## src/rtl/bin_to_bcd_seq.sv

```systemverilog
// bin_to_bcd_seq: sequential binary-to-BCD converter (shift-and-add-3), one bit per clock.
//
// Ports:
//   clock     in   system clock, rising-edge
//   reset     in   synchronous active-high reset; aborts any conversion in flight
//   start     in   request conversion of bin; sampled only while ready = 1
//   bin       in   [BIN_WIDTH-1:0] unsigned operand, captured on the accepted start edge
//   ready     out  high only when idle
//   bcd       out  [4*BCD_DIGITS-1:0] result, digit 0 in [3:0]; held until the next valid
//   valid     out  one-cycle pulse when bcd/overflow update
//   overflow  out  last result exceeded 10^BCD_DIGITS - 1; held with bcd
//
// Optional build macro BIN_TO_BCD_BLANK_EN: leading zero digits (above digit 0) of the
// loaded result are replaced by 4'hF, the seven-segment blank code.

module bin_to_bcd_seq #(
  parameter int unsigned BIN_WIDTH  = 8,
  parameter int unsigned BCD_DIGITS = 3
) (
  input  logic                    clock,
  input  logic                    reset,
  input  logic                    start,
  input  logic [BIN_WIDTH-1:0]    bin,
  output logic                    ready,
  output logic [4*BCD_DIGITS-1:0] bcd,
  output logic                    valid,
  output logic                    overflow
);

  localparam int unsigned DigW = 4 * BCD_DIGITS;
  localparam int unsigned CntW = (BIN_WIDTH > 1) ? $clog2(BIN_WIDTH) : 1;
  localparam logic [CntW-1:0] CntLast = CntW'(BIN_WIDTH - 1);

  typedef enum logic [1:0] {StIdle, StShift, StDone} state_e;

  state_e                  state_q, state_d;
  logic [BIN_WIDTH-1:0]    bin_q, bin_d, bin_shift;
  logic [DigW-1:0]         dig_q, dig_d, dig_adj, dig_shift;
  logic [CntW-1:0]         cnt_q, cnt_d;
  logic                    ovf_q, ovf_d, ovf_next;
  logic [DigW-1:0]         bcd_q, bcd_d;
  logic                    overflow_q, overflow_d;
  logic [DigW-1:0]         result;
  logic [DigW+BIN_WIDTH-1:0] shift_w;

  // Add-3 correction so each digit carries correctly into its neighbour on the shift.
  always_comb begin
    dig_adj = dig_q;
    for (int i = 0; i < int'(BCD_DIGITS); i++) begin
      if (dig_q[4*i +: 4] >= 4'd5) begin
        dig_adj[4*i +: 4] = dig_q[4*i +: 4] + 4'd3;
      end
    end
  end

  always_comb begin
    shift_w   = {dig_adj, bin_q} << 1;
    dig_shift = shift_w[DigW+BIN_WIDTH-1 -: DigW];
    bin_shift = shift_w[BIN_WIDTH-1:0];
    // A set MSB in the adjusted top digit is a carry out of the digit register;
    // dropping it leaves the value modulo 10^BCD_DIGITS.
    ovf_next  = ovf_q | dig_adj[DigW-1];
  end

`ifdef BIN_TO_BCD_BLANK_EN
  // Blank every zero digit above the most significant non-zero one; digit 0 always shows.
  always_comb begin
    logic seen;
    result = dig_shift;
    seen   = 1'b0;
    for (int i = int'(BCD_DIGITS) - 1; i >= 1; i--) begin
      if (!seen && (dig_shift[4*i +: 4] == 4'd0)) begin
        result[4*i +: 4] = 4'hF;
      end else begin
        seen = 1'b1;
      end
    end
  end
`else
  assign result = dig_shift;
`endif

  always_comb begin
    state_d    = state_q;
    bin_d      = bin_q;
    dig_d      = dig_q;
    cnt_d      = cnt_q;
    ovf_d      = ovf_q;
    bcd_d      = bcd_q;
    overflow_d = overflow_q;
    unique case (state_q)
      StIdle: begin
        if (start) begin
          bin_d   = bin;
          dig_d   = '0;
          cnt_d   = '0;
          ovf_d   = 1'b0;
          state_d = StShift;
        end
      end
      StShift: begin
        bin_d = bin_shift;
        dig_d = dig_shift;
        ovf_d = ovf_next;
        cnt_d = cnt_q + 1'b1;
        if (cnt_q == CntLast) begin
          bcd_d      = result;
          overflow_d = ovf_next;
          state_d    = StDone;
        end
      end
      StDone: begin
        state_d = StIdle;
      end
      default: begin
        state_d = StIdle;
      end
    endcase
  end

  always_ff @(posedge clock) begin
    if (reset) begin
      state_q    <= StIdle;
      bin_q      <= '0;
      dig_q      <= '0;
      cnt_q      <= '0;
      ovf_q      <= 1'b0;
      bcd_q      <= '0;
      overflow_q <= 1'b0;
    end else begin
      state_q    <= state_d;
      bin_q      <= bin_d;
      dig_q      <= dig_d;
      cnt_q      <= cnt_d;
      ovf_q      <= ovf_d;
      bcd_q      <= bcd_d;
      overflow_q <= overflow_d;
    end
  end

  assign ready    = (state_q == StIdle);
  assign valid    = (state_q == StDone);
  assign bcd      = bcd_q;
  assign overflow = overflow_q;

endmodule

```

## config.mk

```make
export PLATFORM = sky130hd
export DESIGN_NAME = bin_to_bcd_seq
export DESIGN_NICKNAME = d
export VERILOG_FILES = /design/src/rtl/bin_to_bcd_seq.sv
export SDC_FILE = /design/constraint.sdc
export NUM_CORES = 1
export LEC_CHECK = 0
export CORE_ASPECT_RATIO = 0.75
export CORE_MARGIN = 2
export CORE_UTILIZATION = 53
export DETAILED_ROUTE_END_ITERATION = 12
export PLACE_DENSITY = 0.78
export SLEW_MARGIN = 20
export SYNTH_ARGS = -nofsm -noshare
export SYNTH_HDL_FRONTEND = slang
export SYNTH_SLANG_ARGS = --single-unit
```

## constraint.sdc

```tcl
create_clock -name clock -period 1.53 [get_ports clock]
set_input_delay 0.306 -clock clock [delete_from_list [all_inputs] [get_ports clock]]
set_output_delay 0.306 -clock clock [all_outputs]
set_load 0.01 [all_outputs]
```

* Word level (Yosys, flattened, before mapping)
Index checks and enable logic that the tools add are counted.
Operators by class: divide/modulo/power cells 0, reductions and logical operators 5, muxes and demuxes 14, multiply operators 0, bitwise logic cells 1, equal/unequal tests 5, order comparisons 3, shifts and indexed selects 0, add/subtract/negate cells 4
Operator list (count):
- 12-bit one-hot mux with 2 select lines | 1
- 8-bit one-hot mux with 2 select lines | 1
- 4-bit by 2-bit adder with 4-bit output, second input constant | 3
- 4-bit by 3-bit >= comparator with 1-bit output, second input constant | 3
- 12-bit two-way mux | 1
- 4-bit two-way mux | 3
- 8-bit two-way mux | 1
- 3-bit one-hot mux with 2 select lines | 1
- 2-bit AND reduction | 3
- 2-bit two-way mux | 2
- 2-bit != test, second input constant | 2
- 2-bit one-hot mux with 2 select lines | 1
- 3-bit by 1-bit adder with 3-bit output, second input constant | 1
- 3-bit equality test, second input constant | 1
- 3-bit two-way mux | 1
- 2-bit by 1-bit equality test with 1-bit output, second input constant | 1
- 2-bit equality test, second input constant | 1
- 2-bit logical NOT | 1
- 1-bit one-hot mux with 2 select lines | 1
- 2-bit nonzero test | 1
- 1-bit two-way mux | 1
- 1-bit OR | 1
Word-level totals: logic and storage cells 39, memory bits (writable) 0, memories kept 0, bits of input ports 11, latch bits 0, flip-flop bits (word level) 39, ROM bits 0

* Longest topological paths before layout
word-level depth 4, mapped depth 6, mapped depth without buffers 6

* Worst setup path before layout
OpenSTA, ideal clock, no wires.
kind flip-flop to flip-flop, from register dig_q[5], to register dig_q[6], arrival 1.201 ns, stages on the path, launching flop included 7, slack 0.213 ns, library setup time 0.117 ns, buffers on the path 0, cells stage by stage dfxtp_1 inv_1 ha_1 nand2b_1 a21o_1 mux2i_1 a22o_1
Between the ends: longest elaborated chain between the ends 3
RTL lines:
- start, declared | line 38 | logic [DigW-1:0] dig_q, dig_d, dig_adj, dig_shift;
- start signal, assigned | line 133 | dig_q <= dig_d;
- 4-bit by 2-bit adder with 4-bit output or 4-bit by 3-bit >= comparator with 1-bit output (tied branches) | line 51, 50
- 4-bit two-way mux (*) | line 50 | if (dig_q[4*i +: 4] >= 4'd5) begin
- 12-bit one-hot mux with 2 select lines (*) | line 91 | unique case (state_q)
Every way passes the cells marked *; elsewhere a longest branch is shown, timed or not. A chain may end at the register's enable or synchronous reset.

* Worst setup path after layout
from register bcd_q[2], in the netlist bcd[2], to output bcd[2]
RTL lines:
- start, declared | line 41 | logic [DigW-1:0] bcd_q, bcd_d;
- start signal, assigned | line 128 | bcd_q <= '0;
- start signal, assigned | line 136 | bcd_q <= bcd_d;
- end, declared | line 25 | output logic [4*BCD_DIGITS-1:0] bcd,
No word-level cell between the ends.

==> metrics.md <==
| Metric | Value |
|---|---|
| CP Cell Sequence | clkdlybuf4s50_1 |
| RSZ-0062 raised after global routing | true |
| Status | complete, no violations |
| Final setup vio count | 0 |
| Post-Syn Area | between 1500 and 2000 µm² |
| Reg-to-Reg Start | dig_q[9]$_SDFFE_PP0P_ |
| Number of placement rows | 18 |
| Grt ovf | 0 |
| Core area | 3311 µm² |
| Worst Hold End | bcd[0]$_SDFFE_PP0P_ |
| Reg clk slew, reported paths | ~70 ps |
| I/O Buffers | 25 |
| Syn Inst Count | 213 |
| H-tree depth | 2 |
| ANT cells | 0 |
| Fmax | 666.5 MHz |
| Cell count of the worst reg-to-reg path | 6 |
| CTS Buf Count | 5 |
| Clock latency on the worst-skew pair | 290 ps |
| Seq cells post-synth | 39 |
| Placed cell area | between 2000 and 2500 µm² |
| Post-CTS setup buffers | 0 |
| Bufs on Longest Clock Path | 2 |
| Final net count | 272 |
| Post-synthesis sequential area ratio | 42.45% |
| EDFF count, synth | 0 |
| Via count | between 1500 and 2000 |
| Drt wl/cell | 13.28 µm |
| DRC viols | 0 |
| Yosys cell types | 30 |
| First-pass GRT wire length | 6.396 mm |
| R2R Setup Slk | 60 ps |
| GRT Overall Usage | 21.68% |
| Clock Sinks | 39 |
| Setup slack at placement | -148.2 ps |
| Starting DRT DRC Count | 60 |
| Root Driver | clkbuf_8 |
| Largest net degree at the start of global routing | 18 |
| CTS tree | built |
| Slew headroom | 58.74% |
| Via density per instance | 5.177 |
| Ports | 26 |
| GPL Wtd Cong | between 0.8 and 0.9 |
| Final Skew | roughly 4.7 ps |
| Commonest non-fill, non-tap cells in the layout | 37 x dfxtp_1, 33 x nor2_1, 22 x clkdlybuf4s50_1 |
| Initial antenna violation count | 0 |
| Hold Startpoint | bcd[0]$_SDFFE_PP0P_ |
| Initial Util | 55.56% |
| Number of stages on the worst setup path | 1 |
| CP arrival | roughly 1200 ps |
| Post-route worst setup slack | between 20 and 30 ps |
| Final period utilization | between 90% and 100% |
| Measured slew at the worst slew-check pin | between 600 and 700 ps |
| Vias in the first global route | 1351 |
| Setup TNS | 0 ps |
| Die W | 72.02 µm |
| Count of final max-slew check failures | 0 |
| Commonest non-fill, non-tap cell in the layout | dfxtp_1 |
| Die Ht | 55.02 µm |
| Critical path's slowest cell | clkdlybuf4s50_1 |
| R2r endpoint | dig_q[9]$_SDFFE_PP0P_ |
| Design Area, Final | 2327 µm² |
| Critical Path RT | 1220 ps |
| Syn_nets | 232 |
| Fin util | 70.29% |
| Crit path launch type | register |
| Synthesis-to-finish area growth | 26.53% |
| Top delay family on crit path | buffers and inverters |
| CP Capture Type | primary output |
| Max-cap viol count | 0 |
| Critical path type | register to primary output |
| CP max FO | 2 |
| DP HPWL | 2.865 mm |
| Final wirelength | just under 4 mm |
| CP bufs+invs | 1 |
| DR pass1 iterations | 4 |
| Worst vdd ir | 0.0007526 V |
| Synthesized area per cell | about 8.6 µm² |
| Worst hold stages | 2 |
| LEAKAGE | 0.9609 nW |
| Pwr Density | 859.9 nW/µm² |
| FFs w/ async S/R, synth | 0% |
| Final Hold Viols | 0 |
| Yosys warns | 0 |
| Worst Hold Class | register to register |
| Slowest Stage Delay on Critical Path | around 550 ps |
| Post-route minimum period | 1500 ps |
| Share of cells above drive strength 1 | between 10% and 20% |
| Die area | 3962 µm² |
| Post-DRT Antenna Nets | 0 |
| Main synth FF type | dfxtp_1 |
==> per-layer routing <==
metal  GRT usage, %  vias up  part of all wire (%)
met1          31.08      679                    56
met4          5.660        0                  0.97
met5              0        -                     0
li1               -      819                     -
met3          6.703        6                   3.4
met2          31.64       18                    40
==> repair_timing <==
| item | 4_1_cts | 5_1_grt |
|---|---|---|
| resized for setup | 4 | 3 |
| pin swaps | 0 | 0 |
| endpoints found under the setup margin | 2 | 4 |
| hold buffers | 0 | 0 |
| cloned | 0 | 0 |
==> flip-flops by register name (all words and copies together), names as in the netlist <==
register  count
overflow      1
dig_q        12
cnt_q         3
ovf_q         1
state_q       2
bcd          12
bin_q         8
==> logic make-up (layout without fill, tap and decap cells) <==
| logic type | after synthesis | count (layout) | share of synthesized area (%) |
|---|---|---|---|
| adders and majority gates | 8 | 8 | 5.442 |
| buffers and inverters | 19 | 60 | 5.170 |
| AOI/OAI and AO/OA | 55 | 55 | 19.59 |
| DFF | 39 | 39 | 42.45 |
| and+or+nand+nor | 86 | 86 | 24.29 |
| xor gates and xnor gates | 3 | 3 | 1.429 |
| muxes | 3 | 3 | 1.633 |
==> worst max path at each step <==
stage / start / to / slack (ps)
final: bcd[2]$_SDFFE_PP0P_ / bcd[2] / 30
after floorplan: dig_q[5]$_SDFFE_PP0P_ / dig_q[6]$_SDFFE_PP0P_ / 210
after global routing: dig_q[1]$_SDFFE_PP0P_ / dig_q[2]$_SDFFE_PP0P_ / -4
after CTS: bcd[2]$_SDFFE_PP0P_ / bcd[2] / 30
after detailed placement: start / dig_q[3]$_SDFFE_PP0P_ / -150
after global placement: start / dig_q[3]$_SDFFE_PP0P_ / -110
==> power by group <==
part           internal (mW)  total (mW)  switching, mW
combinational         0.0893       0.181         0.0915
clock                  0.411       0.763          0.352
sequential              1.04        1.06         0.0177
==> cell usage after synthesis (4+ instances only) <==
| library cell | number | share of area [%] |
|---|---|---|
| nor3_1 | 12 | 3.3 |
| nor2b_1 | 7 | 2.4 |
| a22o_1 | 4 | 1.9 |
| nor2_1 | 33 | 6.7 |
| nand2_1 | 7 | 1.4 |
| nor3b_1 | 10 | 4.1 |
| nand2b_1 | 7 | 2.4 |
| dfxtp_1 | 39 | 42 |
| inv_1 | 8 | 1.6 |
| o21ai_0 | 14 | 3.8 |
| buf_2 | 4 | 1.1 |
| clkbuf_1 | 4 | 0.82 |
| a21o_1 | 7 | 2.9 |
| a21oi_1 | 16 | 4.4 |
| a211oi_1 | 6 | 2.4 |
| ha_1 | 8 | 5.4 |
==> final cells by class <==
| type | count | area (µm²) |
|---|---|---|
| Sequential cell | 39 | 783.3 |
| Timing Repair Buffer | 44 | 392.9 |
| Inverter | 8 | 30.03 |
| Tap cell | 40 | 50.05 |
| Clock buffer | 8 | 100.1 |
| Fill cell | 256 | 983.4 |
| Multi-Input combinational cell | 155 | 970.9 |
==> through the flow <==
stage,cells,total power [mW],hold WS (ps)
6_report,294,2.001,466.7
2_1_floorplan,213,1.190,436.8
3_3_place_gp,286,1.258,448.6
3_5_place_dp,286,1.260,460.5
5_1_grt,294,2.086,483.8
4_1_cts,294,2.023,470.1
==> worst min-delay path, stage by stage, from the launching register on <==
cell     delay (ps)
dfxtp_1         310
nand2_1          50
a21oi_1          60
No activity file was read; power rests on OpenSTA's default activity.
